### src/rtl/lfsr_msb_test_ctrl.sv
// rtl/lfsr_msb_test_ctrl.sv - sequencer for one LFSR MSB randomness test run
// Seeds the LFSR, clears the ones-counter, runs RUN_LEN cycles, then captures and windows the count.
module lfsr_msb_test_ctrl #(
   parameter int LFSR_W   = 16,
   parameter int CNT_W    = 17,
   parameter int RUN_LEN  = 65535,
   parameter int MIN_ONES = 32700,
   parameter int MAX_ONES = 32836
) (
   input  logic              i_clk,
   input  logic              i_reset,
   input  logic              i_start,
   input  logic              i_abort,
   input  logic [LFSR_W-1:0] i_seed,
   input  logic              i_lfsr_msb,
   input  logic [CNT_W-1:0]  i_cnt_value,
   output logic              o_lfsr_load,
   output logic [LFSR_W-1:0] o_lfsr_seed,
   output logic              o_lfsr_en,
   output logic              o_cnt_clr,
   output logic              o_cnt_msb,
   output logic              o_busy,
   output logic              o_done,
   output logic              o_pass,
   output logic [CNT_W-1:0]  o_ones_count
);

   localparam int RC_W = $clog2(RUN_LEN + 1);
   localparam logic [RC_W-1:0]  RUN_LAST = RC_W'(RUN_LEN - 1);
   localparam logic [CNT_W-1:0] MIN_C    = CNT_W'(MIN_ONES);
   localparam logic [CNT_W-1:0] MAX_C    = CNT_W'(MAX_ONES);

   typedef enum logic [2:0] {
      S_IDLE   = 3'd0,
      S_LOAD   = 3'd1,
      S_CLEAR  = 3'd2,
      S_RUN    = 3'd3,
      S_SETTLE = 3'd4,
      S_CHECK  = 3'd5
   } state_t;

   state_t            r_state;
   state_t            w_next;
   logic [RC_W-1:0]   r_run_cnt;
   logic              r_lfsr_load;
   logic [LFSR_W-1:0] r_lfsr_seed;
   logic              r_lfsr_en;
   logic              r_cnt_clr;
   logic              r_busy;
   logic              r_done;
   logic              r_pass;
   logic [CNT_W-1:0]  r_ones_count;

   always_comb begin
      w_next = S_IDLE;
      case (r_state)
         S_IDLE:   w_next = i_start ? S_LOAD : S_IDLE;
         S_LOAD:   w_next = S_CLEAR;
         S_CLEAR:  w_next = S_RUN;
         S_RUN:    w_next = (r_run_cnt == RUN_LAST) ? S_SETTLE : S_RUN;
         S_SETTLE: w_next = S_CHECK;
         S_CHECK:  w_next = S_IDLE;
         default:  w_next = S_IDLE;
      endcase
      // Abort from any state lands in IDLE; in IDLE it also drops a coincident start.
      if (i_abort) begin
         w_next = S_IDLE;
      end
   end

   // Outputs are registered from the next state so they line up with r_state.
   always_ff @(posedge i_clk) begin
      if (i_reset) begin
         r_state      <= S_IDLE;
         r_run_cnt    <= '0;
         r_lfsr_load  <= 1'b0;
         r_lfsr_seed  <= '0;
         r_lfsr_en    <= 1'b0;
         r_cnt_clr    <= 1'b0;
         r_busy       <= 1'b0;
         r_done       <= 1'b0;
         r_pass       <= 1'b0;
         r_ones_count <= '0;
      end else begin
         r_state     <= w_next;
         r_lfsr_load <= (w_next == S_LOAD);
         r_cnt_clr   <= (w_next == S_CLEAR);
         r_lfsr_en   <= (w_next == S_RUN);
         r_busy      <= (w_next != S_IDLE);
         r_done      <= (w_next == S_CHECK);
         if (r_state == S_IDLE && w_next == S_LOAD) begin
            r_lfsr_seed <= (i_seed == '0) ? LFSR_W'(1) : i_seed;
         end
         if (r_state == S_CLEAR) begin
            r_run_cnt <= '0;
         end else if (r_state == S_RUN) begin
            r_run_cnt <= r_run_cnt + RC_W'(1);
         end
         if (r_state == S_CHECK && !i_abort) begin
            r_ones_count <= i_cnt_value;
            r_pass       <= (i_cnt_value >= MIN_C) && (i_cnt_value <= MAX_C);
         end
      end
   end

   assign o_lfsr_load  = r_lfsr_load;
   assign o_lfsr_seed  = r_lfsr_seed;
   assign o_lfsr_en    = r_lfsr_en;
   assign o_cnt_clr    = r_cnt_clr;
   assign o_cnt_msb    = i_lfsr_msb & (r_state == S_RUN);
   assign o_busy       = r_busy;
   assign o_done       = r_done;
   assign o_pass       = r_pass;
   assign o_ones_count = r_ones_count;

endmodule
### config.mk
export PLATFORM = sky130hd
export DESIGN_NAME = lfsr_msb_test_ctrl
export DESIGN_NICKNAME = d
export VERILOG_FILES = /design/src/rtl/lfsr_msb_test_ctrl.sv
export SDC_FILE = /design/constraint.sdc
export NUM_CORES = 1
export LEC_CHECK = 0
export ABC_AREA = 1
export CAP_MARGIN = 20
export CORE_UTILIZATION = 50
export CTS_CLUSTER_DIAMETER = 100
export DETAILED_ROUTE_END_ITERATION = 6
export PLACE_DENSITY = 0.84
export SETUP_SLACK_MARGIN = 0.1
export SYNTH_ARGS = -nofsm -noshare
export SYNTH_HDL_FRONTEND = slang
export SYNTH_SLANG_ARGS = --single-unit
### constraint.sdc
create_clock -name i_clk -period 3.1 [get_ports i_clk]
set_input_delay 0.62 -clock i_clk [delete_from_list [all_inputs] [get_ports i_clk]]
set_output_delay 0.62 -clock i_clk [all_outputs]
set_load 0.05 [all_outputs]
==> key figures, run 1 <==
Timing
  – Setup TNS Final: 0 ps
  – Final setup violation count: 0
  – Tmin final: 2616 ps
  – Worst-Margin Slew: 648.6 ps
  – Maximum clock frequency: 0.3823 GHz
  – Slew margin rel.: 0.5665
  – Final Max Slew Viols: 0
  – Min Hold Slack: 473.1 ps
  – Period utilization: 0.8437
  – Unrepaired setup endpoints after global routing: false
  – Final Hold Viols: 0
  – Fin Clk Skew: 5.643 ps

Synth
  – Net Count, Synth: 397
  – Post-synth top flop: dfxtp_1
  – Post-synth EDFFs: 0
  – FFs w/ async S/R, synth: 0
  – Dominant cell type by area after synthesis: dfxtp_1
  – Ranking of synthesized cells by area: dfxtp_1 (45%), nor2_1 (11%), nand2_1 (8.3%)
  – Yosys warns: 0
  – Post-synthesis sequential area ratio: 0.4496
  – Synth top area share: 0.4496
  – Syn Inst Count: 357
  – Synth Register Bits: 58
  – Mapped cell area: 2582 um^2
  – Syn_area_per_cell: 7.234 um^2
  – Distinct cells, synth: 35

GRT
  – Initial antenna violation count: 0
  – Overflow after GRT: 0
  – Vias in the first global route: 2,286
  – Largest net degree at the start of global routing: 35
  – Global-route wire length before repair: 9.611 mm
  – Gr usage total: 0.2373

Flow run
  – Max Cap Viol: 0

Floorplanning
  – Chip height: 73.87 um
  – I/O pins: 78
  – Core area: 4848 um^2
  – Total Die Area: 5456 um^2
  – Row Count: 25
  – Die W: 73.87 um
  – Starting Density: 0.5326

Setup path
  – Worst Path Max Fanout: 7
  – Cell depth of the worst setup path: 5
  – Reg-to-reg slack, setup: 970 ps
  – CP Cell Sequence: nand2_2, nor2_4, inv_2, nor2_1, clkdlybuf4s50_1
  – WP data required: 2480 ps
  – Crit end category: output port
  – Cell family with most CP delay: buffers and inverters
  – Cell count of the worst reg-to-reg path: 11
  – Setup crit start kind: flop
  – Crit-path slowest cell: clkdlybuf4s50_1
  – Largest stage delay, worst path: 800 ps
  – Crit path buffers/inverters: 2
  – Arrival time worst endpoint: 2000 ps
  – Critical path class: flop to output port

Power
  – P_leak: 1.513 nW
  – Psw: 0.4155 mW
  – Gate power share: 0.138
  – Power Dens Cells: 473.5 nW/um^2
  – Clk pwr share: 0.410
  – Sw frac: 0.2430
  – Internal: 1.294 mW
  – Worst vdd ir: 0.0002634 V
  – Sequential power share: 0.453

Detailed routing
  – DR pass1 iterations: 4
  – Final wirelength: 5.880 mm
  – Initial DRC count: 129
  – Antenna viol nets, final: 0
  – Vias: 2,445
  – DRC viols: 0
  – Via density: 4.785
  – Detailed-route wire length per cell: 11.51 um

Worst hold path
  – HP Class: flop to flop
  – Hold depth: 2

Clock tree
  – CTS buffer count: 9
  – H-tree levels: 3
  – Max clock buf depth: 2
  – CTS tree: built
  – Clock Root Buffer: clkbuf_8
  – Hold_buf cts: 0
  – Reg clk slew, reported paths: 60 ps
  – Clk_lat worst skew: 320 ps
  – Post-CTS setup buffers: 0
  – PostCTS Resize Cnt: 0
  – Clock sinks: 58

Cells and area
  – Layout cells sized above 1: 0.1014
  – Syn-to-layout area delta: 39.83%
  – Fin nets: 480
  – Antenna Cells: 0
  – Most frequent cells in the layout: nor2_1 (77), clkdlybuf4s50_1 (77), dfxtp_1 (58), nand2_1 (57), inv_1 (43)

Placement
  – GPL Wtd Cong: 0.8423
  – Detail Placement HPWL: 4.349 mm
  – IO buf count: 77

Status
  – Status: completed
==> logic make-up (layout without fill, tap and decap cells) <==
kind of cell,after synthesis,count (layout),synth area share
xor gates and xnor gates,2,2,0.006784
AOI/OAI and AO/OA,54,54,0.1100
adders and majority gates,2,2,0.009688
and+or+nand+nor,184,184,0.3290
buffers and inverters,57,144,0.09496
DFF,58,58,0.4496
==> synthesized netlist by cell type, types with 2 or more instances <==
library cell,instances
nand2_1,57
nor2_1,77
nor2_2,3
dfxtp_1,58
a21oi_1,18
ha_1,2
nor4_1,4
clkbuf_1,2
o21ai_0,30
nand2_4,2
nor2_4,4
buf_6,2
inv_1,43
nor3_1,7
buf_2,4
nand3_1,8
inv_2,3
or2_0,2
nand2_2,9
nand4_1,6
clkinv_1,2
==> metrics by stage <==
step / instances / worst slack [ps] / utilization / total power, mW / cell area, um^2
floorplan: 357 / 1121 / - / 0.9248 / 2582
global placement: 496 / 490.8 / 0.7027 / 1.020 / 3407
detailed placement: 496 / 484.5 / 0.7027 / 1.025 / 3407
CTS: 511 / 459.8 / 0.7448 / 1.726 / 3611
global route: 511 / 376.2 / 0.7448 / 1.780 / 3611
finish: 511 / 484.5 / 0.7448 / 1.710 / 3611
==> power by group through the flow <==
stage	Clock [mW]	Sequential (mW)	Combinational, mW
6_report	0.700	0.774	0.235
5_1_grt	0.751	0.776	0.253
4_1_cts	0.716	0.774	0.236
3_5_place_dp	0	0.791	0.234
3_3_place_gp	0	0.790	0.230
2_1_floorplan	0	0.853	0.0716
==> sequential cells by signal, indices dropped and copies added (netlist names) <==
| signal | count |
|---|---|
| o_cnt_clr | 1 |
| o_done | 1 |
| o_pass | 1 |
| o_lfsr_load | 1 |
| o_ones_count | 17 |
| o_lfsr_seed | 16 |
| o_busy | 1 |
| o_lfsr_en | 1 |
| r_run_cnt | 16 |
| r_state | 3 |
==> routing by layer <==
metal	vias to the layer above	part of all wire	track usage	wire length, um
li1	1296	-	-	-
met1	1065	0.44	0.2749	2579
met2	69	0.47	0.3884	2760
met3	15	0.065	0.07545	383
met4	0	0.027	0.1282	157
met5	-	0	0	0
==> cell type report <==
cell class              count  area, um^2
clock buffers              13       168.9
clock inverters             2       35.03
well taps                  67       83.83
multi-input cells         242        1181
fillers                   370        1237
repair buffers             81       800.8
inverters                  48       180.2
flip-flops and latches     58        1161
==> worst register-to-register path: stages (launching register included) <==
cell and delay [ps]:
dfxtp_1 330, inv_1 90, ha_1 180, inv_1 50, nor2_1 90, nand2_1 70, o21ai_2 180, nand4_2 150
nor2_4 540, buf_4 240, nor2_1 40, nor2_1 120
==> path summary, 6_finish.rpt <==
check | startpoint | end
setup / recovery | r_state[0] | o_cnt_msb
hold / removal | r_run_cnt[5] | r_run_cnt[5]
setup reg to reg | r_run_cnt[0] | o_lfsr_seed[8]
hold reg to reg | r_run_cnt[5] | r_run_cnt[5]
Power figures use the tool's default switching activity.
==> inputs of run 2 (changes only) <==
Settings changed: CORE_UTILIZATION 50 to 47, PLACE_DENSITY 0.84 to 0.8.
Clock period 3.1 ns to 2.7 ns, I/O delays scaled along.
==> key figures, run 2 (synthesized netlist as in run 1, its figures left out) <==
Timing
  – Fin Clk Skew: 10.00 ps (was 5.643 ps)
  – Tmin final: 2032 ps
  – Worst-Margin Slew: 540.4 ps (was 648.6 ps)
  – Period utilization: 0.7526
  – Slew margin rel.: 0.6386 (was 0.5665)
  – Setup TNS Final: 0 ps (unchanged)
  – Unrepaired setup endpoints after global routing: false (unchanged)
  – Final setup violation count: 0 (unchanged)
  – Final Hold Viols: 0 (unchanged)
  – Maximum clock frequency: 0.4921 GHz
  – Final Max Slew Viols: 0 (unchanged)

GRT
  – Largest net degree at the start of global routing: 35 (unchanged)
  – Gr usage total: 0.2197 (was 0.2373)
  – Global-route wire length before repair: 10.16 mm (was 9.611 mm)
  – Overflow after GRT: 0 (unchanged)
  – Met3 usage: 0.09102 (was 0.07545)
  – Met1 GRT Util: 0.2638 (was 0.2749)
  – Busiest grt layer: met2 (unchanged)
  – Initial antenna violation count: 0 (unchanged)
  – Grt met2 use: 0.3473 (was 0.3884)
  – Vias in the first global route: 2,322 (was 2,286)

Detailed routing
  – DRC viols: 0 (unchanged)
  – DR pass1 iterations: 4 (unchanged)
  – Vias: 2,483 (was 2,445)
  – Via density: 4.831 (was 4.785)
  – Final wirelength: 5.947 mm (was 5.880 mm)
  – Detailed-route wire length per cell: 11.57 um (was 11.51 um)
  – Initial DRC count: 147 (was 129)
  – Antenna viol nets, final: 0 (unchanged)

Placement
  – Detail Placement HPWL: 4.369 mm (was 4.349 mm)
  – Post-DP Area: 3401 um^2 (was 3407 um^2)
  – IO buf count: 77 (unchanged)
  – GPL Wtd Cong: 0.8040 (was 0.8423)

Floorplanning
  – Starting Density: 0.4962 (was 0.5326)
  – I/O pins: 78 (unchanged)
  – Total Die Area: 5795 um^2 (was 5456 um^2)
  – Core area: 5205 um^2 (was 4848 um^2)
  – Die W: 76.13 um (was 73.87 um)
  – Row Count: 26 (was 25)
  – Chip height: 76.13 um (was 73.87 um)

Power
  – P_leak: 1.507 nW (was 1.513 nW)
  – Worst vdd ir: 0.0004157 V (was 0.0002634 V)
  – Power Dens Cells: 543.6 nW/um^2 (was 473.5 nW/um^2)

Setup path
  – CP Cell Sequence: clkdlybuf4s50_1 (was nand2_2, nor2_4, inv_2, nor2_1, clkdlybuf4s50_1)
  – Largest stage delay, worst path: 820 ps (was 800 ps)
  – Critical path class: flop to output port (unchanged)
  – Cell family with most CP delay: buffers and inverters (unchanged)
  – Arrival time worst endpoint: 1490 ps (was 2000 ps)
  – Worst Path Max Fanout: 2 (was 7)
  – Crit end category: output port (unchanged)
  – WP data required: 2160 ps (was 2480 ps)
  – Setup crit start kind: flop (unchanged)
  – Crit-path slowest cell: clkdlybuf4s50_1 (unchanged)
  – Crit path buffers/inverters: 1 (was 2)

Clock tree
  – Clk_lat worst skew: 330 ps (was 320 ps)
  – Clock sinks: 58 (unchanged)
  – PostCTS Resize Cnt: 0 (unchanged)
  – Clock Root Buffer: clkbuf_8 (unchanged)
  – Reg clk slew, reported paths: 70 ps (was 60 ps)
  – CTS buffer count: 9 (unchanged)
  – Post-CTS setup buffers: 0 (unchanged)
  – Hold_buf cts: 0 (unchanged)
  – H-tree levels: 3 (unchanged)
  – Max clock buf depth: 2 (unchanged)
  – CTS tree: built (unchanged)

Cells and area
  – Syn-to-layout area delta: 39.54% (was 39.83%)
  – Multi-input logic area: 1181 um^2 (unchanged)
  – Fin nets: 479 (was 480)
  – Max reg flops: 17 (unchanged)
  – Design Area, Final: 3603 um^2 (was 3611 um^2)
  – Seq. cell area: 1161 um^2 (unchanged)
  – # fillers: 474 (was 370)
  – Commonest non-fill, non-tap cell in the layout: nor2_1
  – Most frequent cells in the layout: nor2_1 (77), clkdlybuf4s50_1 (76), dfxtp_1 (58), nand2_1 (57), inv_1 (43) (was nor2_1 (77), clkdlybuf4s50_1 (77), dfxtp_1 (58), nand2_1 (57), inv_1 (43))
  – Layout cells sized above 1: 0.1059 (was 0.1014)
  – Antenna Cells: 0 (unchanged)
  – Final core occ: 0.6923 (was 0.7448)

Status
  – Status: completed (unchanged)

Flow run
  – Max Cap Viol: 0 (unchanged)

Worst hold path
  – HP Class: flop to flop (unchanged)
-- run 2: changes by cell type in the layout (fill, tap and decap cells not counted), sizes merged --
cell,change
clkinv,+2
clkbuf,-3
inv,+1
clkinvlp,+1
clkdlybuf4s50,-1
-- run 2: report_power, final --
group | leakage, nW | internal [mW] | switching (mW)
Combinational | 0.934 | 0.111 | 0.157
Clock | 0.103 | 0.452 | 0.351
Sequential | 0.470 | 0.877 | 0.0111
Total | 1.51 | 1.44 | 0.518
-- run 2: final timing paths --
check | startpoint | endpoint | slack [ps] | depth (start not counted)
min | o_pass | o_pass | 480 | 2
max reg2reg | r_run_cnt[0] | o_lfsr_seed[6] | 810 | 12
max | o_lfsr_seed[4] | o_lfsr_seed[4] | 670 | 1
min reg2reg | o_pass | o_pass | 480 | 2
-- run 2: layer usage --
metal  wire length, um  vias up
li1                  -     1289
met1              2632     1111
met2              2808       77
met3               447        6
met4                58        0
met5                 0        -
-- run 2: final cells by class --
type | count | area share
inverter | 48 | 0.05000
clock buffer | 10 | 0.03819
tap | 70 | 0.02431
multi-input combinational | 242 | 0.3278
clock inverter | 6 | 0.01806
sequential | 58 | 0.3222
timing repair buffer | 80 | 0.2194
-- run 2: through the flow --
step                      setup slack, ps  hold slack [ps]  total power [mW]  instances
after floorplan                     801.4            434.6             1.062        357
after global placement              581.9            444.9             1.170        498
after detailed placement            536.2            467.4             1.175        498
after CTS                           641.7            477.4             1.984        514
after global routing                570.9            513.0             2.043        514
final                               667.9            475.5             1.959        514
==> inputs of run 3 (changes only) <==
Clock period 2.7 ns to 2.1 ns, I/O delays scaled along.
==> key figures, run 3 (synthesized netlist as in run 1, its figures left out) <==
Clock tree
  – H-tree levels: 3 (unchanged)
  – Post-CTS setup buffers: 0 (unchanged)
  – Clock Root Buffer: clkbuf_8 (unchanged)
  – CTS buffer count: 9 (unchanged)
  – PostCTS Resize Cnt: 0 (unchanged)
  – Reg clk slew, reported paths: 70 ps (about the same)
  – Clock sinks: 58 (unchanged)
  – Hold_buf cts: 0 (unchanged)
  – Max clock buf depth: 2 (unchanged)
  – Clk_lat worst skew: 330 ps (about the same)
  – CTS tree: built (unchanged)

Setup path
  – CP Cell Sequence: clkdlybuf4s50_1 (unchanged)
  – Setup crit start kind: flop (unchanged)
  – Crit-path slowest cell: clkdlybuf4s50_1 (unchanged)
  – Critical path class: flop to output port (unchanged)
  – Cell family with most CP delay: buffers and inverters (unchanged)
  – Crit end category: output port (unchanged)
  – Crit path buffers/inverters: 1 (unchanged)
  – Largest stage delay, worst path: 820 ps (about the same)
  – Arrival time worst endpoint: 1510 ps (was 1490 ps)
  – Worst Path Max Fanout: 2 (unchanged)
  – WP data required: 1680 ps (was 2160 ps)

Placement
  – Detail Placement HPWL: 4.354 mm (was 4.369 mm)
  – GPL Wtd Cong: 0.8447 (was 0.8040)
  – Post-DP Area: 3448 um^2 (was 3401 um^2)
  – IO buf count: 77 (unchanged)
  – DP Worst Slack: 213.3 ps (was 536.2 ps)

GRT
  – Gr usage total: 0.2173 (was 0.2197)
  – Global-route wire length before repair: 10.06 mm (was 10.16 mm)
  – Overflow after GRT: 0 (unchanged)
  – Vias in the first global route: 2,328 (was 2,322)
  – Largest net degree at the start of global routing: 33 (was 35)
  – Initial antenna violation count: 0 (unchanged)

Detailed routing
  – Antenna viol nets, final: 0 (unchanged)
  – DR pass1 iterations: 4 (unchanged)
  – Via density: 4.700 (was 4.831)
  – Initial DRC count: 114 (was 147)
  – Final wirelength: 5.796 mm (was 5.947 mm)
  – DRC viols: 0 (unchanged)
  – Detailed-route wire length per cell: 11.21 um (was 11.57 um)
  – Vias: 2,430 (was 2,483)

Timing
  – Final WS setup: 171.6 ps (was 667.9 ps)
  – Final Max Slew Viols: 0 (unchanged)
  – Fin Clk Skew: 11.05 ps (was 10.00 ps)
  – Worst-Margin Slew: 547.1 ps (was 540.4 ps)
  – Slew margin rel.: 0.6341 (was 0.6386)
  – Period utilization: 0.9183
  – Tmin final: 1928 ps
  – Setup TNS Final: 0 ps (unchanged)
  – Maximum clock frequency: 0.5186 GHz
  – Final Hold Viols: 0 (unchanged)
  – Unrepaired setup endpoints after global routing: false (unchanged)
  – Final setup violation count: 0 (unchanged)

Floorplanning
  – Core area: 5205 um^2 (unchanged)
  – Row Count: 26 (unchanged)
  – Chip height: 76.13 um (unchanged)
  – Total Die Area: 5795 um^2 (unchanged)
  – Starting Density: 0.4962 (unchanged)
  – I/O pins: 78 (unchanged)
  – Die W: 76.13 um (unchanged)

Cells and area
  – Antenna Cells: 0 (unchanged)
  – Max reg flops: 17 (unchanged)
  – Multi-input logic area: 1181 um^2 (unchanged)
  – Syn-to-layout area delta: 40.70% (was 39.54%)
  – Seq. cell area: 1161 um^2 (unchanged)
  – Commonest non-fill, non-tap cell in the layout: nor2_1 (unchanged)
  – Design Area, Final: 3633 um^2 (was 3603 um^2)
  – Layout cells sized above 1: 0.1096 (was 0.1059)
  – # fillers: 455 (was 474)
  – Fin nets: 482 (was 479)
  – Final core occ: 0.6981 (was 0.6923)
  – Most frequent cells in the layout: nor2_1 (77), clkdlybuf4s50_1 (76), dfxtp_1 (58), nand2_1 (57), inv_1 (43) (unchanged)

Power
  – Worst vdd ir: 0.0003845 V (was 0.0004157 V)
  – P_leak: 1.521 nW (was 1.507 nW)
  – Power Dens Cells: 681.9 nW/um^2 (was 543.6 nW/um^2)
  – Power Total: 2.478 mW (was 1.959 mW)

Flow run
  – Max Cap Viol: 0 (unchanged)

Status
  – Status: completed (unchanged)

Worst hold path
  – HP Class: flop to flop (unchanged)
==> run 3: cell count changes in the layout (fill, tap and decap cells not counted), sizes merged <==
cell	previous run	this run
clkinv	5	6
buf	4	7
inv	47	46
==> run 3: metrics by stage <==
stage	std cells	hold WS [ps]
global route	517	495.2
detailed placement	501	448.2
CTS	517	458.3
global placement	501	446.8
finish	517	455.1
floorplan	357	434.6
==> run 3: final cells by class <==
cell class                 instances  share of cell area
multi-input combinational        242              0.3251
sequential                        58              0.3196
timing repair buffer              83              0.2307
inverter                          48             0.04959
clock buffer                      10             0.03512
tap                               70             0.02410
clock inverter                     6             0.01584
==> run 3: final timing paths <==
check / startpoint / end / slack, ps / depth (start not counted)
worst max register to register: r_run_cnt[0] / o_lfsr_seed[15] / 360 / 12
worst max-delay path: o_lfsr_seed[0] / o_lfsr_seed[0] / 170 / 1
worst min register to register: r_run_cnt[5] / r_run_cnt[5] / 460 / 2
worst min-delay path: r_run_cnt[5] / r_run_cnt[5] / 460 / 2
==> run 3: layer usage <==
| metal | GRT usage | vias up | wire (um) |
|---|---|---|---|
| met5 | 0 | - | 0 |
| met3 | 0.08024 | 8 | 482 |
| met4 | 0.1019 | 0 | 78 |
| li1 | - | 1296 | - |
| met1 | 0.2613 | 1049 | 2622 |
| met2 | 0.3445 | 77 | 2613 |
==> run 3: tightest hold or removal path: cells and delay by family (launching register included) <==
kind | cells | cell delay (ps)
buffers and inverters | 1 | 50
flip-flops | 1 | 320
AO/OA/AOI/OAI | 1 | 50
==> run 3: power by group <==
part	internal, mW	total, mW	switching, mW
clock	0.539	0.984	0.445
sequential	1.13	1.14	0.0141
combinational	0.150	0.352	0.201
total	1.82	2.48	0.660
